--- src/rtl/uart_tx_fifo.sv ---
// uart_tx_fifo: first-word fall-through transmit FIFO that sits in front of the UART core
// Ports:
//   clk, rst (async active-low)  clock and reset
//   flush                        synchronous clear of all stored entries
//   wr_dat, wr_en                bus-side write; no backpressure, drops when full
//   out_dat, out_vld, out_rdy    head entry handshake toward the UART core
//   level, af_thr, almost_full   occupancy, threshold and almost-full flag
//   full, empty                  occupancy flags
//   overflow, ovf_clr            sticky dropped-write flag and its clear
module uart_tx_fifo #(
    parameter int DEPTH = 16,
    parameter int DAT_W = 9
) (
    input  logic                       clk,
    input  logic                       rst,
    input  logic                       flush,
    input  logic [DAT_W-1:0]           wr_dat,
    input  logic                       wr_en,
    output logic [DAT_W-1:0]           out_dat,
    output logic                       out_vld,
    input  logic                       out_rdy,
    output logic [$clog2(DEPTH):0]     level,
    input  logic [$clog2(DEPTH):0]     af_thr,
    output logic                       almost_full,
    output logic                       full,
    output logic                       empty,
    output logic                       overflow,
    input  logic                       ovf_clr
);
    localparam int AW = $clog2(DEPTH);
    logic [DAT_W-1:0] mem [DEPTH];
    logic [AW-1:0]    wr_ptr, rd_ptr;
    logic             pop, push, drop;
    assign empty       = level == '0;
    assign full        = level == (AW+1)'(DEPTH);
    assign almost_full = level >= af_thr;
    assign out_vld     = !empty;
    assign out_dat     = mem[rd_ptr];
    // A pop frees a slot in the same edge, so a full FIFO still accepts a push alongside it.
    assign pop  = out_vld && out_rdy && !flush;
    assign push = wr_en && (!full || pop) && !flush;
    assign drop = wr_en && full && !pop && !flush;
    // Storage is deliberately left unreset; the rst gate keeps the array untouched while held in reset.
    always_ff @(posedge clk)
        if (push && rst) mem[wr_ptr] <= wr_dat;
    always_ff @(posedge clk or negedge rst) begin
        if (!rst) begin
            wr_ptr   <= '0;
            rd_ptr   <= '0;
            level    <= '0;
            overflow <= 1'b0;
        end else begin
            wr_ptr   <= flush ? '0 : push ? wr_ptr + 1'b1 : wr_ptr;
            rd_ptr   <= flush ? '0 : pop ? rd_ptr + 1'b1 : rd_ptr;
            level    <= flush ? '0 : (push && !pop) ? level + 1'b1 : (pop && !push) ? level - 1'b1 : level;
            overflow <= drop || (overflow && !ovf_clr);
        end
    end
endmodule

--- config.mk ---
export PLATFORM = sky130hd
export DESIGN_NAME = uart_tx_fifo
export DESIGN_NICKNAME = d
export VERILOG_FILES = /design/src/rtl/uart_tx_fifo.sv
export SDC_FILE = /design/constraint.sdc
export NUM_CORES = 1
export LEC_CHECK = 0
export ABC_AREA = 1
export BUFFER_PORTS_ARGS = -buffer_cell sky130_fd_sc_hd__buf_2
export CORE_MARGIN = 2
export CORE_UTILIZATION = 40
export CTS_CLUSTER_DIAMETER = 150
export CTS_CLUSTER_SIZE = 16
export DETAILED_ROUTE_END_ITERATION = 10
export PLACE_DENSITY_LB_ADDON = 0.12
export SLEW_MARGIN = 20
export SYNTH_ARGS = -nofsm -noshare
export SYNTH_HDL_FRONTEND = slang
export SYNTH_SLANG_ARGS = --single-unit
--- constraint.sdc ---
create_clock -name clk -period 2.6 [get_ports clk]
set_input_delay 0.26 -clock clk [delete_from_list [all_inputs] [get_ports clk]]
set_output_delay 0.26 -clock clk [all_outputs]
set_load 0.03 [all_outputs]
* Word level (Yosys, flattened, before mapping)
Memory sizes are Yosys's and may differ from the RTL's.
Index checks and enable logic that the tools add are counted.
W data, S select, Z words.
** Cells by class
- Add/subtract/negate cells :: 4
- Magnitude comparators :: 1
- Equal/unequal tests :: 1
- Multiplexer cells :: 9
- Reduce and logical (&&, ||, !) cells :: 23
** Operators by type and width (count)
- $mux W4 :: 4
- $mux W5 :: 3
- $logic_and A1 B1 Y1 :: 11
- $add A4 B1 Y4 const B :: 2
- $logic_not A1 Y1 :: 6
- $add A5 B1 Y5 const B :: 1
- $eq A5 B5 Y1 const B :: 1
- $ge A5 B5 Y1 :: 1
- $logic_not A5 Y1 :: 1
- $sub A5 B1 Y5 const B :: 1
- $reduce_bool A2 Y1 :: 2
- $reduce_bool A3 Y1 :: 1
- $logic_or A1 B1 Y1 :: 2
- $mux W1 :: 2
** Storage, ports and cells
- Bits in registers :: 14
- Memory bits (writable) :: 144
- Logic and storage cells :: 43
- Memories kept :: 1
** Memories
- mem :: depth 16, width 9, read ports 1, clocked after Yosys merged registers in 0, wr ports 1, line 31 : logic [DAT_W-1:0] mem [DEPTH];

* Depth between registers and ports, before layout
Gate-level depths: netlist of the first run.
- Depth after elaboration :: 12
- Mapped depth :: 14

* Least setup slack after synthesis of the first run
No wires, ideal clock.
- Kind :: reg-to-reg
- From :: reg level[0]
- To :: reg level[4]
- Setup time :: 0.117 ns
- Data arrival time :: 2.145 ns
- Setup slack :: 0.338 ns
- Cell stages (with the launch flop) :: 14
- Path through :: dfrtp_1 nor2_2 nand3_4 nand3_4 nand3_4 fa_1 nand3_1 nand4_1 nand2_1 inv_1 nand2_1 nand2_1 nand2_1 nand2_1
** On the way
- Cells in the longest elaborated chain, start to end :: 10
- Elaborated cells between the ends (all ways) :: 19
** RTL lines
- from (decl) :: line 22 : output logic [$clog2(DEPTH):0] level,
- from (signal assigned) :: line 55 : level <= flush ? '0 : (push && !pop) ? level + 1'b1 : (pop && !push) ? level - 1'b1 : level;
- $logic_not A5 Y1 * :: line 34 : assign empty = level == '0;
- $logic_not A1 Y1 * :: line 37 : assign out_vld = !empty;
- named net out_vld :: line 20 : output logic out_vld,
- $logic_and A1 B1 Y1 * (2 in a row) :: line 40 : assign pop = out_vld && out_rdy && !flush;
- $logic_or A1 B1 Y1 :: line 41 : assign push = wr_en && (!full || pop) && !flush;
- $logic_and A1 B1 Y1 (2 in a row) :: line 41
- $logic_and A1 B1 Y1 or $logic_not A1 Y1 (tied branches) :: line 55
- $mux W5 or $logic_and A1 B1 Y1 (tied branches) :: line 55
- $mux W5 or $reduce_bool A3 Y1 (tied branches)
Mark *: on every way through the listed nets, which the timed path passes. The rest lies on a longest branch. The select of a mux whose other input is x is not followed.
A chain may end at the register's enable or synchronous reset.

* Worst setup path in the final report of the first run
- From :: reg rd_ptr[1]
- To :: out out_dat[1]
** On the way
- Cells in the longest elaborated chain, start to end :: 1
** RTL lines
- from (decl) :: line 32 : logic [AW-1:0] wr_ptr, rd_ptr;
- from (signal assigned) :: line 54 : rd_ptr <= flush ? '0 : pop ? rd_ptr + 1'b1 : rd_ptr;
- $mem_v2 Z16 W9
- to (decl) :: line 19 : output logic [DAT_W-1:0] out_dat,
Every way passes these cells.

==> results of run 1 <==
-- cell usage after synthesis (4+ instances only) --
cell / count / area (um2)
dfrtp_1: 14 / 350
clkbuf_1: 9 / 33.8
o21ai_0: 85 / 425
o21ai_1: 4 / 20.0
ha_1: 14 / 175
inv_1: 32 / 120
buf_2: 14 / 70.1
nor2_4: 11 / 124
nand3_1: 19 / 95.1
o221ai_1: 17 / 149
nand3_4: 4 / 70.1
clkbuf_2: 5 / 25.0
nor2_1: 84 / 315
o211ai_1: 19 / 143
nand2_2: 5 / 31.3
a21oi_1: 12 / 60.1
edfxtp_1: 144 / 4320
nand2_1: 50 / 188
-- flip-flops by register name (all words and copies together) (netlist names) --
name	cells
rd_ptr	4
level	5
wr_ptr	4
mem	144
overflow	1
-- timing repair --
action,CTS,global route
hold buffers,1,0
resized for setup,0,2
endpoints found under the hold margin,14,0
setup endpoints to repair,0,5
-- power breakdown --
part / switching, mW / internal, mW / total (mW)
Combinational: 1.21 / 0.535 / 1.75
Clock: 0.980 / 1.45 / 2.43
Sequential: 0.0883 / 2.84 / 2.92
Total: 2.28 / 4.82 / 7.10
-- metal layers --
metal,vias up,wire length (um),global-route usage [%]
met5,-,0,0
met4,0,235,6.13
met3,16,694,3.77
met2,99,7280,27.7
met1,2224,7630,25.8
li1,2124,-,-
-- cell type report --
type,count,area [um2],share of cell area (%)
inverters,37,149,1.86
flip-flops and latches,158,4680,58.6
clock buffers,20,457,5.72
well taps,225,282,3.53
multi-input cells,343,1970,24.6
repair buffers,53,334,4.18
clock inverters,12,120,1.50
-- worst max-delay path: stages, from the launching register on --
cell	delay, ps
dfrtp_1	400
buf_6	400
a21oi_1	70
o21ai_0	130
o21ai_0	190
o211ai_1	230
nand2_1	100
buf_2	190
-- logic make-up after synthesis --
| family | Yosys count | share of synthesized area [%] |
|---|---|---|
| adder cells (fa/ha/maj) | 15 | 2.81 |
| AO/OA/AOI/OAI | 143 | 12.2 |
| AND/OR/NAND/NOR | 181 | 12.8 |
| flip-flops | 158 | 67.2 |
| XOR/XNOR | 4 | 0.504 |
| buffers and inverters | 69 | 4.50 |
-- cell usage in the layout, fill, tap and decap left out, types with 13 or more instances in the layout --
| cell type | n |
|---|---|
| inv_1 | 30 |
| buf_2 | 38 |
| ha_1 | 14 |
| o21ai_0 | 85 |
| edfxtp_1 | 144 |
| dfrtp_1 | 13 |
| nand2_1 | 50 |
| o211ai_1 | 19 |
| clkbuf_16 | 17 |
| nor2_1 | 84 |
| o221ai_1 | 17 |
| nand3_1 | 19 |
-- worst paths after layout --
path / startpoint / to / slack (ps)
max in group asynchronous: rst / rd_ptr[0]$_DFFE_PN0P_ / 2060
worst min-delay path: ovf_clr / overflow$_DFF_PN0_ / 30
worst min register to register: overflow$_DFF_PN0_ / overflow$_DFF_PN0_ / 550
worst max-delay path: rd_ptr[1]$_DFFE_PN0P_ / out_dat[1] / 200
min in group asynchronous: rst / wr_ptr[0]$_DFFE_PN0P_ / 340
worst max register to register: level[0]$_DFFE_PN0P_ / level[4]$_DFFE_PN0P_ / 350
==> results.py, run 1 <==
metrics = {
    "cts": {
        "clock-sinks": 158,
        "root_buffer": "clkbuf_16",
        "clockBufferDepth": 2,
        "worstSkewPairLatency_ps": 430,
        "cts_tree": "yes",
        "cts.clk_slew.worst_paths_ps": 60,
        "post_cts_buffers": 0,
        "cts_buffers": 17,
        "cts-htree-levels": 4,
    },
    "sta": {
        "max_freq_ghz": 0.416,
        "worst_slack_ps": 198,
        "slew_headroom_pct": 67.4,
        "rsz0062_at_grt": "no",
        "hold_violations": 0,
        "worstMarginPinSlew_ps": 489,
        "period_share_pct": 92.4,
        "setup_viol": 0,
        "fin_tns_setup_ps": 0,
        "slew_viol_final": 0,
        "clock_skew_ps": 7.60,
        "whs_ps": 25.7,
        "min_period_ps": 2400,
    },
    "floorplan": {
        "die_h_um": 136,
        "row_count": 48,
        "start_util_pct": 40.6,
        "fp.coreArea_mm2": 0.0171,
        "dieArea_mm2": 0.0185,
        "ioPinCount": 39,
        "die_w_um": 136,
    },
    "cells_and_area": {
        "fillers": 1588,
        "antenna_cells": 0,
        "postLayoutCellArea_mm2": 0.00798,
        "area_growth_pct": 14.8,
        "finish.utilization_pct": 46.6,
        "nets": 645,
        "drive_gt1_share_pct": 19.3,
        "final_cells": 848,
    },
    "drt": {
        "drc": 0,
        "drtIter0Drc": 271,
        "vias_per_cell": 5.26,
        "vias": 4463,
        "wl_per_cell_um": 18.7,
        "firstDrtPassIters": 5,
        "drtAntennaViolNets": 0,
        "drt-total-wl_um": 15800,
    },
    "power": {
        "ir_worst_vdd_v": 0.000484,
        "p_total_mw": 7.10,
        "powerDensity_mw_per_mm2": 890,
        "p_leak_nw": 2.82,
    },
    "synth": {
        "synth_edf_count": 144,
        "syn_avg_cell_area_um2": 12.2,
        "synth_nets": 605,
        "async_flop_share_pct": 8.86,
        "synth_ff_type": "edfxtp_1",
        "synthCells": 570,
        "synth.distinct_cells": 36,
        "ys_seq_area_share_pct": 67.2,
        "syn_area_mm2": 0.00695,
        "synth_seq_cells": 158,
        "ys_warn_count": 0,
    },
    "min_path": {
        "min_path_cells": 2,
        "hold_path_class": "primary input to register",
    },
    "place": {
        "place_inst": 815,
        "postPlaceCellArea_mm2": 0.00739,
        "numPortBuffers": 38,
        "dpl_worst_slack_ps": 358,
        "gp_congestion": 0.874,
        "hpwlAfterDp_um": 9740,
    },
    "global_route": {
        "grt_start_max_net_pins": 84,
        "antenna_found_initial": 0,
        "grt_usage_pct": 18.1,
        "grt-ovfl-total": 0,
        "grt_pass1_wl_um": 24600,
        "grt_pass1_vias": 4392,
    },
    "status": {
        "status": "completed",
    },
    "critical_path": {
        "end_kind": "output pin",
        "crit_required_ps": 2340,
        "worst-endpoint-arrival_ps": 2140,
        "critPathKind": "register to output pin",
        "r2r_cells": 13,
        "worstSetupStartpointType": "register",
        "crit_fanout": 55,
    },
    "flow_run": {
        "cap_violations": 0,
    },
}
No activity file was read; power rests on OpenSTA's default activity.
==> run 2: changes to the inputs <==
Settings changed: ABC_AREA 1 to 0, CTS_CLUSTER_SIZE 16 to 20.
==> run 2 against run 1 <==
Compared with the run above: die area down 5.3%; first-iteration DRC count down 4.8%; sequential power about the same; wire length shrank 11%; area after synthesis down 5.5%; critical path depth rose by 1; cell area decreased by 0.49%; via count decreased by 22%; synthesized cell count fell by 37%; clock power about the same; critical endpoint is now level[4]$_DFFE_PN0P_.
==> results.py, run 2 <==
metrics = {
    "sta": {
        "rsz0062_at_grt": "yes",
        "clock_skew_ps": 8.06,
        "min_period_ps": 2500,
        "worstMarginPinSlew_ps": 538,
        "setup_viol": 0,
        "period_share_pct": 96.2,
        "slew_headroom_pct": 64.0,
        "slew_viol_final": 0,
        "max_freq_ghz": 0.400,
        "hold_violations": 0,
        "whs_ps": 91.1,
    },
    "critical_path": {
        "r2r-start": "level[3]$_DFFE_PN0P_",
        "r2r_cells": 8,
        "end_kind": "register",
        "crit_fanout": 3,
        "worstSetupStartpointType": "register",
        "worst-endpoint-arrival_ps": 2840,
        "r2r_end": "level[4]$_DFFE_PN0P_",
        "endpoint": "level[4]$_DFFE_PN0P_",
        "crit_required_ps": 2940,
        "crit_start": "level[3]$_DFFE_PN0P_",
        "critPathKind": "register to register",
        "rrSetupSlack_ps": 100,
    },
    "power": {
        "powerDensity_mw_per_mm2": 901,
        "p_total_mw": 7.16,
        "ir_worst_vdd_v": 0.000526,
        "p_leak_nw": 2.78,
    },
    "floorplan": {
        "row_count": 46,
        "start_util_pct": 41.1,
        "ioPinCount": 39,
        "die_w_um": 132,
        "fp.coreArea_mm2": 0.0160,
        "dieArea_mm2": 0.0175,
        "die_h_um": 132,
    },
    "drt": {
        "wl_met2_um": 7300,
        "drc": 0,
        "top_layer_used": "met4",
        "drtIter0Drc": 258,
        "vias": 3489,
        "vias_per_cell": 5.20,
        "firstDrtPassIters": 4,
        "drt-total-wl_um": 14100,
        "met1_length_um": 6090,
        "route.met3.wl_um": 500,
        "wl_per_cell_um": 21.0,
        "drtAntennaViolNets": 0,
    },
    "synth": {
        "synth_edf_count": 144,
        "synth_seq_cells": 158,
        "async_flop_share_pct": 8.86,
        "synthTopCellsByArea": "edfxtp_1 (66%), mux4_2 (12%), dfrtp_1 (5.3%)",
        "synth_ff_type": "edfxtp_1",
        "synth.distinct_cells": 43,
        "synthMostInstantiatedCell": "edfxtp_1",
        "ys_seq_area_share_pct": 71.1,
        "yosys-top-cells-count": "edfxtp_1 (144), mux4_2 (36), nor2_1 (23)",
        "synth_top_area_cell": "edfxtp_1",
        "ys_warn_count": 0,
        "synth_nets": 395,
        "synth_top_area_share_pct": 65.8,
        "syn_avg_cell_area_um2": 18.3,
        "synthCells": 360,
        "syn_area_mm2": 0.00658,
    },
    "cells_and_area": {
        "antenna_cells": 0,
        "largest_registers": "mem x144, level x5",
        "largest_register_ff_count": 144,
        "final_cell_mix": "edfxtp_1 (144), buf_2 (38), buf_4 (37)",
        "area_growth_pct": 20.8,
        "regMostFlops": "mem",
        "layout_commonest_cell": "edfxtp_1",
        "drive_gt1_share_pct": 34.9,
        "finish.utilization_pct": 49.7,
        "nets": 477,
    },
    "cts": {
        "root_buffer": "clkbuf_16",
        "cts_buffers": 17,
        "cts-htree-levels": 4,
        "clockBufferDepth": 2,
        "clock-sinks": 158,
        "worstSkewPairLatency_ps": 420,
        "cts_tree": "yes",
        "cts.clk_slew.worst_paths_ps": 60,
    },
    "place": {
        "hpwlAfterDp_um": 9070,
        "gp_congestion": 0.720,
        "numPortBuffers": 38,
    },
    "global_route": {
        "grt_start_max_net_pins": 31,
        "grt_pass1_vias": 3641,
        "grt_pass1_wl_um": 21400,
        "grt_usage_pct": 16.9,
        "antenna_found_initial": 0,
        "grt-ovfl-total": 0,
    },
    "status": {
        "status": "completed",
    },
    "min_path": {
        "hold_path_class": "primary input to register",
    },
    "flow_run": {
        "cap_violations": 0,
    },
}
[run 2: worst min-delay path by stage]
stage / depth (start not counted) / from / endpoint / slack, ps
4_1_cts: 3 / ovf_clr / overflow$_DFF_PN0_ / 80
5_1_grt: 3 / ovf_clr / overflow$_DFF_PN0_ / 90
2_1_floorplan: 0 / rst / level[0]$_DFFE_PN0P_ / -40
6_report: 3 / ovf_clr / overflow$_DFF_PN0_ / 90
3_3_place_gp: 2 / rst / wr_ptr[1]$_DFFE_PN0P_ / 230
3_5_place_dp: 2 / rst / overflow$_DFF_PN0_ / 240
[run 2: kinds of logic after synthesis]
group	synth area share [%]
and+or+nand+nor	5.20
buffers and inverters	1.79
DFF	71.1
muxes	13.3
adders and majority gates	2.97
xor gates and xnor gates	1.07
AOI/OAI and AO/OA	4.59
[run 2: critical path, cell delays in order (launching register included)]
cell and delay (ps):
dfrtp_2 400, or4_4 560, o21ai_4 140, nand3b_1 170, fa_2 400, a211o_1 290, o21a_1 140, o22a_1 160
a31oi_1 150
[run 2: where the power goes]
group	internal (mW)	switching [mW]	leakage, nW	total, mW
clock network	1.49	0.952	0.280	2.44
logic	0.833	0.984	1.03	1.82
registers	2.84	0.0611	1.48	2.90
[run 2: cell type report]
cell class	count	area (um2)
flip-flops and latches	158	4680
well taps	216	270
repair buffers	80	554
inverters	12	45.0
multi-input cells	173	1810
fillers	1385	8060
clock buffers	23	478
clock inverters	9	110
[run 2: what timing repair did]
item,4_1_cts,5_1_grt
endpoints found under the hold margin,14,0
gates resized for setup,0,5
setup endpoints to repair,0,3
buffers inserted,0,4
hold buffers,1,0
[run 2: layer usage]
layer	vias up	GRT usage [%]
met1	1814	21.5
met3	16	4.19
li1	1593	-
met5	-	0
met4	0	5.56
met2	66	28.6
[run 2: per-stage QoR]
step           worst slack [ps]  cells  area, um2  setup TNS [ps]
5_1_grt                   -47.9    671       7950           -47.9
3_3_place_gp                110    633       7270               0
3_5_place_dp               75.2    633       7270               0
2_1_floorplan             -81.4    360       6590           -81.4
6_report                   99.4    671       7950               0
4_1_cts                    10.1    666       7870               0
